<file path="src/rtl/gs232c_btb_pkg.sv">
// Shared types for the BTB init/flush controller.
// State encoding and index width used by the controller and its counter.
package gs232c_btb_pkg;

   localparam int IDX_W = 8;

   typedef logic [IDX_W-1:0] idx_t;

   typedef enum logic {
      IDLE = 1'b0,
      INIT = 1'b1
   } init_state_e;

   function automatic idx_t sat_inc(input idx_t v);
      return (v == '1) ? v : v + 1'b1;
   endfunction

endpackage

</file>
<file path="src/rtl/gs232c_sat_cnt.sv">
// 8-bit saturating event counter with async reset and sync clear.
// Holds at all-ones once reached.
module gs232c_sat_cnt
   import gs232c_btb_pkg::*;
(
   input  logic clock,
   input  logic reset,
   input  logic inc,
   input  logic clr,
   output idx_t value
);

   always_ff @(posedge clock or posedge reset) begin
      if (reset) begin
         value <= '0;
      end else if (clr) begin
         value <= '0;
      end else if (inc) begin
         value <= sat_inc(value);
      end
   end

endmodule

</file>
<file path="src/rtl/gs232c_btb_init_ctrl.sv">
// BTB table init sweep controller; optional flush via GS232C_BTB_FLUSH_EN.
// Gates pr-stage updates during a sweep and counts the ones dropped.
module gs232c_btb_init_ctrl
   import gs232c_btb_pkg::*;
#(
   parameter logic [IDX_W-1:0] INIT_LAST = 8'hFF
) (
   input  logic             clock,
   input  logic             reset,
   input  logic             flush_req,
   input  logic             pr_valid_in,
   input  logic             pr_cancel_in,
   output logic             raminit_valid,
   output logic [IDX_W-1:0] raminit_index,
   output logic             pr_valid_out,
   output logic             pr_cancel_out,
   output logic             init_busy,
   output logic             init_done,
   output logic [IDX_W-1:0] drop_cnt
);

   init_state_e state_q;
   init_state_e state_d;
   idx_t        idx_q;
   idx_t        idx_d;
   logic        done_q;
   logic        done_d;
   logic        flush;
   logic        sweep;
   logic        drop_inc;

`ifdef GS232C_BTB_FLUSH_EN
   assign flush = flush_req;
`else
   logic unused_flush;
   assign unused_flush = flush_req;
   assign flush = 1'b0;
`endif

   always_comb begin
      state_d = state_q;
      idx_d   = idx_q;
      done_d  = 1'b0;
      unique case (state_q)
         INIT: begin
            if (flush) begin
               idx_d = '0;
            end else if (idx_q == INIT_LAST) begin
               state_d = IDLE;
               idx_d   = '0;
               done_d  = 1'b1;
            end else begin
               idx_d = idx_q + 1'b1;
            end
         end
         IDLE: begin
            if (flush) begin
               state_d = INIT;
               idx_d   = '0;
            end
         end
      endcase
   end

   always_ff @(posedge clock or posedge reset) begin
      if (reset) begin
         state_q <= INIT;
         idx_q   <= '0;
         done_q  <= 1'b0;
      end else begin
         state_q <= state_d;
         idx_q   <= idx_d;
         done_q  <= done_d;
      end
   end

   assign sweep         = (state_q == INIT);
   assign raminit_valid = sweep;
   assign init_busy     = sweep;
   assign raminit_index = idx_q;
   assign init_done     = done_q;

   // Updates arriving mid-sweep would race the clear, so drop them.
   assign pr_valid_out  = pr_valid_in & ~sweep;
   assign pr_cancel_out = pr_cancel_in & ~sweep;
   assign drop_inc      = sweep & (pr_valid_in | pr_cancel_in);

   gs232c_sat_cnt u_drop_cnt (
      .clock (clock),
      .reset (reset),
      .inc   (drop_inc),
      .clr   (1'b0),
      .value (drop_cnt)
   );

endmodule

</file>
<file path="config.mk">
export PLATFORM = sky130hd
export DESIGN_NAME = gs232c_btb_init_ctrl
export DESIGN_NICKNAME = d
export VERILOG_FILES = /design/src/rtl/gs232c_btb_pkg.sv /design/src/rtl/gs232c_sat_cnt.sv /design/src/rtl/gs232c_btb_init_ctrl.sv
export SDC_FILE = /design/constraint.sdc
export NUM_CORES = 1
export LEC_CHECK = 0
export BUFFER_PORTS_ARGS = -buffer_cell sky130_fd_sc_hd__buf_2
export CAP_MARGIN = 20
export CORE_ASPECT_RATIO = 1.4
export CORE_MARGIN = 10
export CORE_UTILIZATION = 40
export DETAILED_ROUTE_END_ITERATION = 12
export GPL_TIMING_DRIVEN = 0
export SLEW_MARGIN = 20
export SYNTH_ARGS = -nofsm -noshare
export SYNTH_HDL_FRONTEND = slang
export SYNTH_SLANG_ARGS = --single-unit
</file>
<file path="constraint.sdc">
create_clock -name clock -period 1.6 [get_ports clock]
set_input_delay 0.32 -clock clock [delete_from_list [all_inputs] [get_ports clock]]
set_output_delay 0.32 -clock clock [all_outputs]
set_load 0.02 [all_outputs]
</file>
==> qor.yml <==
worst_setup_path:
  worstPathRequired_ps: 1790
  critical_path.top_delay_family: "flip-flops"
  crit_path_top_delay_cell: "dfstp_2"
  start_kind: "register"
  end_kind: "register"
  path_buf_inv: 1
  cp_max_fo: 4
  cp.arrival_ps: 1720
  critPathKind: "reg -> reg"
  critical_path.cell_chain: "buf_4 -> o21ai_2 -> nor4_2 -> mux2_1"
  critPathMaxStageDelay_ps: 570
sta:
  setup_viol: 0
  hold_viol: 0
  period_needed_ps: 1530
  final-max-slew-violation-count: 0
  slew_headroom: 0.532
  post-route-period-util: 0.958
  finalClockSkew_ps: 8.05
  worst_pin_slew_ps: 702
  worst_hold_slack_ps: 115
  fmax_ghz: 0.652
drt:
  drt_wl_total_um: 2050
  routed_via_density: 5.26
  vias: 705
  wire_per_inst_um: 15.3
  ant_nets: 0
  drt_iter0_drc: 12
  first_pass_iters: 3
  route.detailed.drc: 0
floorplan:
  die_y_um: 76.4
  num_rows: 20
  io_pins: 26
  die_w_um: 60.3
  core_area_mm2: 0.00218
  die-area_mm2: 0.00461
  start_util: 0.418
global_route:
  grt_max_degree: 19
  grt_pass1_vias: 755
  antenna_found_initial: 0
  grt-ovfl-total: 0
  grt_pass1_wl_um: 3370
  globalRouteTotalUtil: 0.0914
final_layout:
  final_common_cell: "buf_2"
  syn2layout_area_growth_pct: 21.7
  drive_gt1_frac: 0.366
  fill_cells: 209
  diodes: 0
  final_cell_mix: "buf_2 (24), dfrtp_1 (17), nand2_1 (6), nand3_1 (6)"
  final_nets: 120
  final_area_mm2: 0.00111
synthesis:
  synth.cell_area_um2: 910
  syn-mean-instance-area_um2: 11.0
  netlist_instances: 83
  ys_seq_area_frac: 0.497
  synthTopCellsByArea: "dfrtp_1 (47%), xnor2_1 (4.8%), nand4_1 (3.4%), nand3_1 (3.3%), a41oi_4 (3.0%)"
  synth_warnings: 0
  synth_cell_types: 28
  synth_fp_nets: 90
  synth_largest_area_cell: "dfrtp_1"
  ys_ff_latch: 18
  synth_top_area_share: 0.468
power_and_ir_drop:
  peakVddDrop_v: 0.000448
  p_leak_uw: 0.000545
  power_density_mw_per_mm2: 648
cts:
  cts_buffer_depth: 2
  cts_max_level: 1
  numCtsBuffers: 3
  clk_latency_ps: 290
  clkTransAtPathRegs_ps: 110
  hold_buffers: 0
  cts_tree: "built"
  cts_root_buffer: "clkbuf_4"
  clkSinkCount: 18
place:
  dpl_cell_area_mm2: 0.00106
  place_congestion: 0.806
  dp_hpwl_um: 1530
  io_buffers: 24
hold_path:
  min_path_type: "in -> async"
flow_run:
  cap_violations: 0
run_status:
  status: "complete, no violations"
-- flip-flops by register name, summed over array words and instances, names as in the netlist --
signal / flops
init_busy: 1
init_done: 1
raminit_index: 8
u_drop_cnt.value: 8
-- power breakdown --
part	switching, uW	internal, uW	total [uW]	leakage, uW
clock network	143	96.8	240	0.0000150
logic	16.5	5.69	22.2	0.000287
registers	0	455	455	0.000243
total	160	557	717	0.000545
-- kinds of logic after synthesis --
kind of cell	Yosys count	synth area share
simple gates	32	0.193
flops	18	0.497
buf+inv	7	0.0371
fa+ha+maj	2	0.0275
compound gates	10	0.0922
mux	6	0.0770
xor+xnor	8	0.0770
-- path summary, 6_finish.rpt --
check                                             endpoint                             from  slack [ps]  cells past startpoint
max                        u_drop_cnt.value[7]$_DFFE_PP0P_              init_busy$_DFF_PP1_          70                      4
min reg2reg                u_drop_cnt.value[6]$_DFFE_PP0P_  u_drop_cnt.value[6]$_DFFE_PP0P_         540                      1
min in group clock         u_drop_cnt.value[2]$_DFFE_PP0P_                      pr_valid_in         480                      3
max reg2reg                u_drop_cnt.value[7]$_DFFE_PP0P_              init_busy$_DFF_PP1_          70                      4
max in group asynchronous  u_drop_cnt.value[1]$_DFFE_PP0P_                            reset        1030                      2
min                           raminit_index[0]$_DFFE_PP0P_                            reset         120                      2
-- area by class of cell --
type / instances / area, um2 / area share
flip-flops and latches: 18 / 452 / 0.408
multi-input cells: 58 / 437 / 0.394
repair buffers: 25 / 128 / 0.115
well taps: 22 / 27.5 / 0.0249
clock buffers: 4 / 26.3 / 0.0237
plain buffers: 2 / 18.8 / 0.0169
inverters: 5 / 18.8 / 0.0169
-- worst reg2reg max path, delay by kind of cell (launching register included) --
kind | cells | cell delay, ps
flip-flops | 1 | 570
multiplexers | 1 | 340
AND/OR/NAND/NOR | 1 | 290
buffers and inverters | 1 | 130
AO/OA/AOI/OAI | 1 | 100
-- cell usage after synthesis --
cell	instances
dfrtp_1	17
nand2_1	6
nand3_1	6
inv_1	5
nand4_1	5
nor2_1	5
xnor2_1	5
o21ai_0	3
xor2_1	3
a21oi_1	2
buf_4	2
ha_1	2
mux2_1	2
mux2_2	2
nor2b_1	2
nor4_1	2
o211ai_1	2
or3_1	2
a41oi_4	1
and4_4	1
dfstp_2	1
mux2_4	1
mux2i_1	1
nand2_2	1
nor3_1	1
nor4_2	1
o21a_1	1
o21ai_2	1
-- per-layer routing --
metal / GRT usage / vias to the layer above / wire (um)
met5: 0 / - / 0
met3: 0.0267 / 2 / 140
met2: 0.150 / 15 / 1050
met1: 0.103 / 337 / 841
met4: 0.0405 / 0 / 17
li1: - / 351 / -
-- through the flow --
| stage | instances | util | power (uW) | setup slack, ps | TNS (ps) |
|---|---|---|---|---|---|
| floorplan | 83 | - | 476 | 143 | 0 |
| finish | 134 | 0.509 | 717 | 66.4 | 0 |
| detailed placement | 129 | 0.486 | 487 | 119 | 0 |
| CTS | 134 | 0.501 | 729 | 29.7 | 0 |
| global placement | 129 | 0.486 | 487 | 118 | 0 |
| global route | 134 | 0.509 | 741 | -10.4 | -11.8 |
-- what timing repair did --
item | in CTS | in global routing
endpoints found under the setup margin | 2 | 4
hold endpoints to repair | 0 | 0
buffers inserted | 1 | 0
resized for setup | 0 | 3
pin swaps | 0 | 0
(Power assumes the default switching activity.)
